[src/rtl/zmod_rxpll_ctrl.sv]
// -----------------------------------------------------------------------------
// zmod_rxpll_ctrl
//
// Bring-up and supervision controller for the ZMOD receive-clock PLL.
// Sequences the PLL reset, waits for and qualifies LOCKED, releases the
// downstream receive-path reset, and recovers from lock loss with a bounded
// number of retries. Runs on a free-running fabric clock that is never
// derived from the supervised PLL.
//
// Ports:
//   clk             in   free-running controller clock
//   resetn          in   asynchronous active-low reset
//   enable          in   1 = bring up and keep the PLL running, 0 = hold reset
//   pll_locked      in   raw PLL LOCKED, asynchronous to clk
//   pll_rst         out  PLL RST, active high
//   rx_rst          out  receive-path (ISERDES/capture) reset, active high
//   ready           out  receive clocks qualified, capture may run
//   fault           out  lock retries exhausted
//   retry_count     out  lock timeouts seen in the current bring-up
//   lock_loss_count out  lock losses seen while running (saturating)
//   state           out  current FSM state for debug
//                        (IDLE=0 RESET=1 WAIT_LOCK=2 SETTLE=3 RUN=4 FAULT=5)
// -----------------------------------------------------------------------------
module zmod_rxpll_ctrl #(
  parameter int RST_CYCLES    = 16,
  parameter int LOCK_TIMEOUT  = 100000,
  parameter int SETTLE_CYCLES = 64,
  parameter int MAX_RETRIES   = 3,
  parameter int CNT_W         = 8,
  localparam int RETRY_W = ($clog2(MAX_RETRIES + 1) > 2) ? $clog2(MAX_RETRIES + 1) : 2
) (
  input  logic               clk,
  input  logic               resetn,
  input  logic               enable,
  input  logic               pll_locked,
  output logic               pll_rst,
  output logic               rx_rst,
  output logic               ready,
  output logic               fault,
  output logic [RETRY_W-1:0] retry_count,
  output logic [CNT_W-1:0]   lock_loss_count,
  output logic [2:0]         state
);

  // The shared counter must cover the longest per-state interval.
  localparam int CTR_MAX =
    (LOCK_TIMEOUT > RST_CYCLES) ?
      ((LOCK_TIMEOUT > SETTLE_CYCLES) ? LOCK_TIMEOUT : SETTLE_CYCLES) :
      ((RST_CYCLES > SETTLE_CYCLES) ? RST_CYCLES : SETTLE_CYCLES);
  localparam int CTR_W = $clog2(CTR_MAX + 1);

  localparam logic [CTR_W-1:0]   RST_LAST     = CTR_W'(RST_CYCLES - 1);
  localparam logic [CTR_W-1:0]   TIMEOUT_LAST = CTR_W'(LOCK_TIMEOUT - 1);
  localparam logic [CTR_W-1:0]   SETTLE_LAST  = CTR_W'(SETTLE_CYCLES - 1);
  localparam logic [RETRY_W-1:0] RETRY_MAX    = RETRY_W'(MAX_RETRIES);

  typedef enum logic [2:0] {
    S_IDLE      = 3'd0,
    S_RESET     = 3'd1,
    S_WAIT_LOCK = 3'd2,
    S_SETTLE    = 3'd3,
    S_RUN       = 3'd4,
    S_FAULT     = 3'd5
  } state_t;

  state_t             state_q, state_d;
  logic [CTR_W-1:0]   cnt_q, cnt_d;
  logic [RETRY_W-1:0] retry_q, retry_d;
  logic [CNT_W-1:0]   loss_q, loss_d;
  logic               sync1_q, sync1_d;
  logic               locked_s_q, locked_s_d;
  logic               pll_rst_q, pll_rst_d;
  logic               rx_rst_q, rx_rst_d;
  logic               ready_q, ready_d;
  logic               fault_q, fault_d;

  always_comb begin
    state_d    = state_q;
    retry_d    = retry_q;
    loss_d     = loss_q;
    cnt_d      = cnt_q;
    // Two-flop synchronizer for the asynchronous LOCKED input.
    sync1_d    = pll_locked;
    locked_s_d = sync1_q;

    // Dropping enable overrides every other transition, so no counter
    // moves on the edge where it is seen.
    if (!enable) begin
      state_d = S_IDLE;
    end else begin
      case (state_q)
        S_IDLE: begin
          state_d = S_RESET;
          retry_d = '0;
        end
        S_RESET: begin
          if (cnt_q == RST_LAST) state_d = S_WAIT_LOCK;
        end
        S_WAIT_LOCK: begin
          if (locked_s_q) begin
            state_d = S_SETTLE;
          end else if (cnt_q == TIMEOUT_LAST) begin
            if (retry_q == RETRY_MAX) begin
              state_d = S_FAULT;
            end else begin
              retry_d = retry_q + 1'b1;
              state_d = S_RESET;
            end
          end
        end
        S_SETTLE: begin
          // Any low cycle restarts the lock wait; the counter clear on the
          // state change restarts the timeout from zero.
          if (!locked_s_q) begin
            state_d = S_WAIT_LOCK;
          end else if (cnt_q == SETTLE_LAST) begin
            state_d = S_RUN;
          end
        end
        S_RUN: begin
          if (!locked_s_q) begin
            if (loss_q != '1) loss_d = loss_q + 1'b1;
            retry_d = '0;
            state_d = S_RESET;
          end
        end
        S_FAULT: begin
          state_d = S_FAULT;
        end
        default: begin
          state_d = S_IDLE;
        end
      endcase
    end

    // Shared counter: clears on every state change, otherwise counts up and
    // parks at all-ones in states that never look at it.
    if (state_d != state_q) begin
      cnt_d = '0;
    end else if (cnt_q != '1) begin
      cnt_d = cnt_q + 1'b1;
    end

    // Outputs are decoded from the next state so they change on the same
    // edge as the state register.
    pll_rst_d = (state_d == S_IDLE) || (state_d == S_RESET) || (state_d == S_FAULT);
    rx_rst_d  = (state_d != S_RUN);
    ready_d   = (state_d == S_RUN);
    fault_d   = (state_d == S_FAULT);
  end

  always_ff @(posedge clk or negedge resetn) begin
    if (!resetn) begin
      state_q    <= S_IDLE;
      cnt_q      <= '0;
      retry_q    <= '0;
      loss_q     <= '0;
      sync1_q    <= 1'b0;
      locked_s_q <= 1'b0;
      pll_rst_q  <= 1'b1;
      rx_rst_q   <= 1'b1;
      ready_q    <= 1'b0;
      fault_q    <= 1'b0;
    end else begin
      state_q    <= state_d;
      cnt_q      <= cnt_d;
      retry_q    <= retry_d;
      loss_q     <= loss_d;
      sync1_q    <= sync1_d;
      locked_s_q <= locked_s_d;
      pll_rst_q  <= pll_rst_d;
      rx_rst_q   <= rx_rst_d;
      ready_q    <= ready_d;
      fault_q    <= fault_d;
    end
  end

  assign pll_rst         = pll_rst_q;
  assign rx_rst          = rx_rst_q;
  assign ready           = ready_q;
  assign fault           = fault_q;
  assign retry_count     = retry_q;
  assign lock_loss_count = loss_q;
  assign state           = state_q;

endmodule

[config.mk]
export PLATFORM = sky130hd
export DESIGN_NAME = zmod_rxpll_ctrl
export DESIGN_NICKNAME = d
export VERILOG_FILES = /design/src/rtl/zmod_rxpll_ctrl.sv
export SDC_FILE = /design/constraint.sdc
export NUM_CORES = 1
export LEC_CHECK = 0
export CORE_MARGIN = 2
export CORE_UTILIZATION = 40
export DETAILED_ROUTE_END_ITERATION = 12
export GPL_TIMING_DRIVEN = 1
export PLACE_DENSITY = 0.62
export SLEW_MARGIN = 20
export SYNTH_ARGS = -nofsm -noshare
export SYNTH_HDL_FRONTEND = slang
export SYNTH_SLANG_ARGS = --single-unit
[constraint.sdc]
create_clock -name clk -period 4.01 [get_ports clk]
set_clock_uncertainty 0.1 [all_clocks]
set_input_delay 0.802 -clock clk [delete_from_list [all_inputs] [get_ports clk]]
set_output_delay 0.802 -clock clk [all_outputs]
set_load 0.05 [all_outputs]
==> results of run 1 <==
-- how the worst min path moves through the flow --
| stage | cells after the start | slack (ns) | from | end |
|---|---|---|---|---|
| finish | 0 | 0.28 | locked_s_d$_DFF_PN0_ | locked_s_q$_DFF_PN0_ |
| global route | 0 | 0.28 | locked_s_d$_DFF_PN0_ | locked_s_q$_DFF_PN0_ |
| CTS | 0 | 0.28 | locked_s_d$_DFF_PN0_ | locked_s_q$_DFF_PN0_ |
| detailed placement | 0 | 0.26 | locked_s_d$_DFF_PN0_ | locked_s_q$_DFF_PN0_ |
| global placement | 0 | 0.26 | locked_s_d$_DFF_PN0_ | locked_s_q$_DFF_PN0_ |
| floorplan | 0 | 0.23 | locked_s_d$_DFF_PN0_ | locked_s_q$_DFF_PN0_ |
-- layer usage --
metal,part of all wire [%],wire [um],vias up
li1,-,-,771
met1,50,2090,784
met2,46,1930,31
met3,3.2,132,5
met4,0.88,37,0
met5,0,0,-
-- cells by family after synthesis --
group / Yosys count / share of synthesized area (%)
AND/OR/NAND/NOR: 88 / 29.5
flip-flops: 36 / 43.4
AO/OA/AOI/OAI: 23 / 9.08
XOR/XNOR: 22 / 9.26
buffers and inverters: 18 / 3.85
multiplexers: 5 / 2.52
adder cells (fa/ha/maj): 4 / 2.40
-- sequential cells by signal, indices dropped and copies added, names as in the netlist --
signal / cells
cnt_q: 17
fault: 1
lock_loss_count: 8
locked_s_d: 1
locked_s_q: 1
pll_rst: 1
ready: 1
retry_count: 2
rx_rst: 1
state: 3
-- area by class of cell --
type	instances	share of cell area [%]
well taps	70	3.57
multi-input cells	142	44.8
inverters	9	1.38
repair buffers	23	8.88
flip-flops and latches	36	36.8
clock inverters	3	1.73
clock buffers	5	2.81
-- stage by stage --
| step | setup slack, ns | utilization (%) | instances | instance area [um2] |
|---|---|---|---|---|
| 2_1_floorplan | 1.55 | - | 196 | 2080 |
| 3_3_place_gp | 1.28 | 46.1 | 280 | 2340 |
| 3_5_place_dp | 1.21 | 46.1 | 280 | 2340 |
| 4_1_cts | 1.37 | 48.3 | 288 | 2450 |
| 5_1_grt | 1.15 | 48.3 | 288 | 2450 |
| 6_report | 1.38 | 48.3 | 288 | 2450 |
-- cells in the mapped netlist, drive strengths merged, types with 2 or more instances --
library cell  count
nor2b             2
and4              3
xor2              8
nand4            10
a21o              2
o21ai             3
nand3b            3
dfrtp            34
nor4b             2
nor4             17
and2              2
buf               3
nand4b            2
xnor2            14
nand2            11
mux2i             3
nor2             10
ha                4
nor3              8
a31oi             5
or4               2
a21oi             4
mux2              2
dfstp             2
inv               9
clkbuf            6
nand3             8
nand2b            3
-- worst register-to-register path: stages, from the launching register on --
cell and delay (ns):
dfrtp_1 0.45, or4_4 0.57, nor4b_4 0.44, a311o_2 0.30, a311oi_4 0.09, buf_4 0.23
nor4b_1 0.34
-- where the power goes --
group          switching, W  internal [W]  total [W]  leakage, nW
registers         0.0000174      0.000374   0.000392        0.487
clock network      0.000137      0.000184   0.000321       0.0541
logic             0.0000558     0.0000341  0.0000899        0.437
==> results.yml, run 1 <==
sta:
  tightest_slew_ns: 0.805
  max_freq_mhz: 380
  rsz0062_at_grt: "no"
  period_share_pct: 65.6
  setup_viol: 0
  post-route-min-period_ns: 2.63
  slew_headroom_pct: 46.3
  drv_slew: 0
  setup_tns_ns: 0
  finalHoldViolations: 0
  timing.hold.ws_ns: 0.281
synthesis:
  synth-seq-cells: 36
  yosysTopAreaCell: "dfrtp_1"
  yosysUniqueCellTypes: 52
  async_flop_share_pct: 100
  synth_top_area_share_pct: 40.9
  syn-num-nets: 204
  synth_edf_count: 0
  synth_area_um2: 2080
  synth_cells: 196
  yosysSeqAreaShare_pct: 43.4
  ys_warn_count: 0
  synthTopCellsByArea: "dfrtp_1, nor4_2, xnor2_1, xor2_1, nand4_1"
  avgSynthCellArea_um2: 10.6
  synth_ff_type: "dfrtp_1"
setup_path:
  crit_path_max_fanout: 17
  cp-start-kind: "register"
  r2r-start: "cnt_q[9]$_DFFE_PN0P_"
  required_ns: 4.09
  crit_cells: 6
  cp_cell_sequence: "or4_4, nor4b_4, a311o_2, a311oi_4, buf_4, nor4b_1"
  rr_worst_depth: 6
  cp-startpoint: "cnt_q[9]$_DFFE_PN0P_"
  crit_path_end_kind: "register"
  cp_slowest_cell: "or4_4"
  rrSetupSlack_ns: 1.38
  cp.arrival_ns: 2.71
  worstSetupEndpoint: "cnt_q[4]$_DFFE_PN0P_"
  crit_type: "reg -> reg"
  max_stage_delay_ns: 0.57
  reg2reg_to: "cnt_q[4]$_DFFE_PN0P_"
  critPathTopFamily: "simple AND/OR/NAND/NOR gates"
  critPathBufInv: 1
floorplanning:
  ios: 21
  die_w_um: 76.1
  rows: 26
  dieArea_um2: 5800
  core_um2: 5070
  fp.dieH_um: 76.1
  start_util_pct: 41.0
global_route:
  grt_max_degree: 37
  gr-usage-met1_pct: 22.0
  grt_pass1_vias: 1550
  grt.met2_usage_pct: 25.2
  grt.overflow.total: 0
  track_usage_pct: 15.8
  grt_use_met3_pct: 2.96
  grt-busiest-layer: "met2"
  grt_pass1_wl_um: 7540
  antenna_found_initial: 0
pwr:
  pwr_density_cell_nw_per_um2: 327
  leakage_nw: 0.979
  total_power_w: 0.000802
  irDropWorstVdd_mv: 0.175
cells_and_area:
  antenna_cells: 0
  drive_gt1_share_pct: 16.5
  final_common_cell: "dfrtp_1"
  multi_input_area_um2: 1100
  syn_to_final_growth_pct: 17.8
  final_nets: 225
  fill_cells: 487
  seq_area_um2: 903
  layout_common_cells: "dfrtp_1, clkdlybuf4s50_1, xnor2_1"
drt:
  first_pass_iters: 4
  finalWirelength_um: 4190
  wl_per_cell_um: 14.5
  via_count: 1591
  drc: 0
  drt_iter0_markers: 101
  ant_nets: 0
  via_per_inst: 5.52
clock_tree:
  cts_setup_buffers: 0
  tritoncts: "done"
  clk_pin_slew_worst_paths_ns: 0.08
  ctsResizeCount: 0
  clkSinkCount: 36
  clk_latency_ns: 0.29
  root_buffer: "clkbuf_8"
  ctsLongestPathBuffers: 2
  hold_buffers: 0
  numCtsBuffers: 5
  h-tree-depth: 2
placement:
  gp_congestion: 0.791
  io_buffers: 20
  hpwlAfterDp_um: 2900
outcome:
  status: "complete, no violations"
worst_hold_path:
  worstHoldPathType: "reg -> reg"
job:
  drv_cap: 0
(Power assumes the default switching activity.)
==> run 2: changes to the inputs <==
==> constraint.sdc (replaced) <==
create_clock -name clk -period 2.61 [get_ports clk]
set_clock_uncertainty 0.1 [all_clocks]
set_input_delay 0.522 -clock clk [delete_from_list [all_inputs] [get_ports clk]]
set_output_delay 0.522 -clock clk [all_outputs]
set_load 0.05 [all_outputs]
==> run 2 against run 1 <==
- sequential share of layout area fell by 0.75 points
- global-route usage fell by 0.14 points
- via count rose by 0.31%
- critical path depth fell by 1
- combinational power rose by 66%
- count of clock-buffer cells in the layout did not move
- final area rose by 2.1%
- die area did not move
==> results.yml, run 2 (synthesis results as in run 1) <==
outcome:
  status: "complete, no violations"
drt:
  drt_iter0_markers: 82
  via_per_inst: 5.47
  wl_per_cell_um: 14.7
  via_count: 1596
  drc: 0
  first_pass_iters: 4
  ant_nets: 0
  finalWirelength_um: 4290
cells_and_area:
  final_common_cell: "dfrtp_1"
  final_nets: 229
  fill_cells: 499
  drive_gt1_share_pct: 18.5
  syn_to_final_growth_pct: 20.3
  layout_common_cells: "dfrtp_1, clkdlybuf4s50_1, xnor2_1"
  antenna_cells: 0
  layout.cells.non_filler: 292
  regMostFlops: "cnt_q"
  largest_register_ffs: 17
global_route:
  grt.overflow.total: 0
  grt_max_degree: 37
  grt_pass1_vias: 1492
  grt-busiest-layer: "met2"
  grt.met2_usage_pct: 25.8
  track_usage_pct: 15.7
  grt_pass1_wl_um: 7430
  grt_use_met3_pct: 3.20
  antenna_found_initial: 0
  gr-usage-met1_pct: 20.9
clock_tree:
  numCtsBuffers: 5
  clk_pin_slew_worst_paths_ns: 0.08
  ctsLongestPathBuffers: 2
  root_buffer: "clkbuf_8"
  ctsResizeCount: 0
  clkSinkCount: 36
  clk_latency_ns: 0.29
  hold_buffers: 0
  cts_setup_buffers: 0
  h-tree-depth: 2
  tritoncts: "done"
pwr:
  switching_share_pct: 28.6
  pwr_density_cell_nw_per_um2: 462
  p_seq_share_pct: 52.0
  clkPwrFrac_pct: 35.0
  intPower_w: 0.000825
  leakage_nw: 0.992
  comb_power_share_pct: 12.9
  total_power_w: 0.00116
  switching_power_w: 0.000330
  irDropWorstVdd_mv: 0.264
floorplanning:
  start_util_pct: 41.0
  die_w_um: 76.1
  core_um2: 5070
  ios: 21
  fp.dieH_um: 76.1
  dieArea_um2: 5800
  rows: 26
sta:
  finalHoldViolations: 0
  period_share_pct: 93.9
  timing.hold.ws_ns: 0.212
  slew_headroom_pct: 46.5
  drv_slew: 0
  max_freq_mhz: 408
  post-route-min-period_ns: 2.45
  setup_tns_ns: 0
  tightest_slew_ns: 0.803
  setup_viol: 0
  rsz0062_at_grt: "no"
setup_path:
  cp.arrival_ns: 2.53
  crit_path_end_kind: "register"
  crit_type: "reg -> reg"
  crit_path_max_fanout: 5
  required_ns: 2.68
  cp-start-kind: "register"
placement:
  io_buffers: 20
  place_inst: 284
  gp_congestion: 0.826
  hpwlAfterDp_um: 3010
job:
  drv_cap: 0
worst_hold_path:
  worstHoldPathType: "in -> async"
run 2: changes by cell type in the layout (fill, tap and decap cells not counted), sizes merged:
cell,previous run,this run
buf,4,8
clkinvlp,1,2
bufinv,1,0
run 2: critical path: stages (launching register included):
cell     delay [ns]
dfrtp_1        0.44
or4_4          0.60
nor4_4         0.35
a21oi_1        0.17
nor3_1         0.32
mux2_1         0.36
run 2: final timing paths:
kind                                  startpoint  slack, ns  cells after the start                          to
setup reg to reg           cnt_q[12]$_DFFE_PN0P_       0.16                      5  retry_count[0]$_DFFE_PN0P_
setup / recovery           cnt_q[12]$_DFFE_PN0P_       0.16                      5  retry_count[0]$_DFFE_PN0P_
min in group clk            locked_s_d$_DFF_PN0_       0.25                      0        locked_s_q$_DFF_PN0_
max in group asynchronous                 resetn       1.68                      1             ready$_DFF_PN0_
hold reg to reg             locked_s_d$_DFF_PN0_       0.25                      0        locked_s_q$_DFF_PN0_
hold / removal                            resetn       0.21                      1        cnt_q[1]$_DFFE_PN0P_
run 2: power groups by stage:
stage,Combinational (W),Sequential [W],Clock (W)
6_report,0.000149,0.000601,0.000405
5_1_grt,0.000167,0.000606,0.000444
4_1_cts,0.000152,0.000602,0.000416
3_5_place_dp,0.000151,0.000612,0
3_3_place_gp,0.000150,0.000612,0
2_1_floorplan,0.000103,0.000607,0
run 2: area by class of cell:
class	count	area, um2	area share [%]
Sequential cell	36	903	36.1
Tap cell	70	87.6	3.50
Timing Repair Buffer	27	285	11.4
Multi-Input combinational cell	142	1100	44.0
Clock inverter	3	23.8	0.950
Inverter	9	33.8	1.35
Clock buffer	5	68.8	2.75
run 2: per-layer routing:
| layer | wire [um] | vias to the layer above |
|---|---|---|
| li1 | - | 778 |
| met1 | 2040 | 788 |
| met2 | 2060 | 24 |
| met3 | 126 | 6 |
| met4 | 57 | 0 |
| met5 | 0 | - |
run 2: metrics by stage:
step / area, um2 / setup slack (ns) / util (%)
after floorplan: 2080 / 0.152 / -
after global placement: 2410 / 0.156 / 47.5
after detailed placement: 2410 / 0.140 / 47.5
after CTS: 2500 / 0.128 / 49.3
after global routing: 2500 / 0.0293 / 49.3
final: 2500 / 0.160 / 49.3
==> run 3: changes to the inputs <==
--- a/config.mk
+++ b/config.mk
@@ -5,7 +5,7 @@
 export SDC_FILE = /design/constraint.sdc
 export NUM_CORES = 1
 export LEC_CHECK = 0
-export CORE_MARGIN = 2
+export CORE_MARGIN = 8
 export CORE_UTILIZATION = 40
 export DETAILED_ROUTE_END_ITERATION = 12
 export GPL_TIMING_DRIVEN = 1
==> run 3 against run 2 <==
- clock power rose by 23%
- setup slack got worse by 0.044 ns
- largest cell class unchanged
- sequential power barely moved
- fmax fell by 1.8%
- sequential share of layout area fell by 0.13 points
- core utilization rose by 0.17 points
- flip-flop and latch count did not move
- non-clock buffer count fell by 1
- via count rose by 1.1%
==> results.yml, run 3 (synthesis results as in run 1) <==
clock_tree:
  tritoncts: "done"
  clk_latency_ns: 0.29
  hold_buffers: 0
  h-tree-depth: 2
  clk_pin_slew_worst_paths_ns: 0.08
  clkSinkCount: 36
  ctsLongestPathBuffers: 2
  cts_setup_buffers: 0
  ctsResizeCount: 0
  root_buffer: "clkbuf_8"
  numCtsBuffers: 5
cells_and_area:
  antenna_cells: 0
  largest_register_ffs: 17
  final_nets: 228
  syn_to_final_growth_pct: 20.7
  layout_common_cells: "dfrtp_1, clkdlybuf4s50_1, xnor2_1"
  regMostFlops: "cnt_q"
  drive_gt1_share_pct: 17.6
  final_common_cell: "dfrtp_1"
sta:
  worst_slack_ns: 0.116
  setup_tns_ns: 0
  rsz0062_at_grt: "no"
  max_freq_mhz: 401
  drv_slew: 0
  finalHoldViolations: 0
  slew_headroom_pct: 47.5
  setup_viol: 0
  tightest_slew_ns: 0.788
  post-route-min-period_ns: 2.49
  period_share_pct: 95.6
setup_path:
  cp.arrival_ns: 2.58
  crit_path_end_kind: "register"
  cp_cell_sequence: "or4_4, nor4b_4, a311o_2, a311oi_4, buf_12, nor4_1"
  crit_type: "reg -> reg"
  max_stage_delay_ns: 0.57
  rrSetupSlack_ns: 0.12
  cp-start-kind: "register"
  rr_worst_depth: 6
  reg2reg_to: "cnt_q[16]$_DFFE_PN0P_"
  cp_slowest_cell: "or4_4"
  r2r-start: "cnt_q[9]$_DFFE_PN0P_"
  required_ns: 2.70
  crit_path_max_fanout: 17
global_route:
  grt_max_degree: 37
  grt_pass1_vias: 1529
  track_usage_pct: 12.3
  antenna_found_initial: 0
  grt_pass1_wl_um: 7530
  grt.overflow.total: 0
pwr:
  leakage_nw: 1.00
  irDropWorstVdd_mv: 0.339
  pwr_density_cell_nw_per_um2: 497
floorplanning:
  rows: 26
  ios: 21
  fp.dieH_um: 88.1
  dieArea_um2: 7770
  core_um2: 5070
  start_util_pct: 41.0
  die_w_um: 88.1
drt:
  wl_per_cell_um: 14.9
  finalWirelength_um: 4340
  drc: 0
  wl_met1_um: 2080
  highest_layer: "met4"
  met2_length_um: 2000
  drt_iter0_markers: 114
  dr_wl_met3_um: 208
  via_count: 1614
  via_per_inst: 5.55
  ant_nets: 0
  first_pass_iters: 5
placement:
  gp_congestion: 0.816
  hpwlAfterDp_um: 2990
  io_buffers: 20
  pre_cts_ws_ns: 0.148
job:
  drv_cap: 0
worst_hold_path:
  worstHoldPathType: "in -> async"
outcome:
  status: "complete, no violations"
==> run 3: cell count changes in the layout (fill, tap and decap cells not counted), sizes merged <==
cell,previous run,this run
clkinvlp,2,1
buf,8,7
bufinv,0,1
==> run 3: critical path: cells and delay by family (launching register included) <==
family / cells / cell delay, ns
buf+inv: 1 / 0.18
flops: 1 / 0.45
simple gates: 3 / 1.26
compound gates: 2 / 0.40
==> run 3: layout make-up <==
cell class	instances	area, um2
Fill cell	483	2560
Tap cell	70	87.6
Inverter	9	33.8
Sequential cell	36	903
Clock buffer	5	68.8
Multi-Input combinational cell	142	1100
Clock inverter	3	42.5
Timing Repair Buffer	26	278
==> run 3: metal layers <==
metal / track usage (%) / vias to the layer above
met4: 4.15 / 0
met1: 16.7 / 804
met2: 18.5 / 33
met3: 3.00 / 7
met5: 0 / -
li1: - / 770
==> run 3: worst max-delay path by stage <==
stage                                     start                         end  slack, ns
after floorplan              state[2]$_DFF_PN0_       cnt_q[10]$_DFFE_PN0P_       0.15
after global placement    cnt_q[12]$_DFFE_PN0P_  retry_count[0]$_DFFE_PN0P_       0.16
after detailed placement   cnt_q[9]$_DFFE_PN0P_       cnt_q[16]$_DFFE_PN0P_       0.15
after CTS                  cnt_q[9]$_DFFE_PN0P_       cnt_q[16]$_DFFE_PN0P_       0.13
after global routing       cnt_q[9]$_DFFE_PN0P_       cnt_q[16]$_DFFE_PN0P_     0.0002
final                      cnt_q[9]$_DFFE_PN0P_       cnt_q[16]$_DFFE_PN0P_       0.12
==> run 3: stage by stage <==
stage	instances	total power (W)	area (um2)	util, %	hold slack (ns)
after global placement	283	0.000762	2400	47.3	0.252
after floorplan	196	0.000711	2080	-	0.126
after global routing	291	0.00130	2510	49.5	0.277
final	291	0.00125	2510	49.5	0.211
after detailed placement	283	0.000763	2400	47.3	0.254
after CTS	291	0.00126	2510	49.5	0.243
==> run 3: where the power goes <==
part	switching [W]	leakage [nW]	internal [W]	total, W
Sequential	0.0000257	0.487	0.000575	0.000601
Clock	0.000215	0.0541	0.000283	0.000498
Combinational	0.0000880	0.463	0.0000614	0.000149
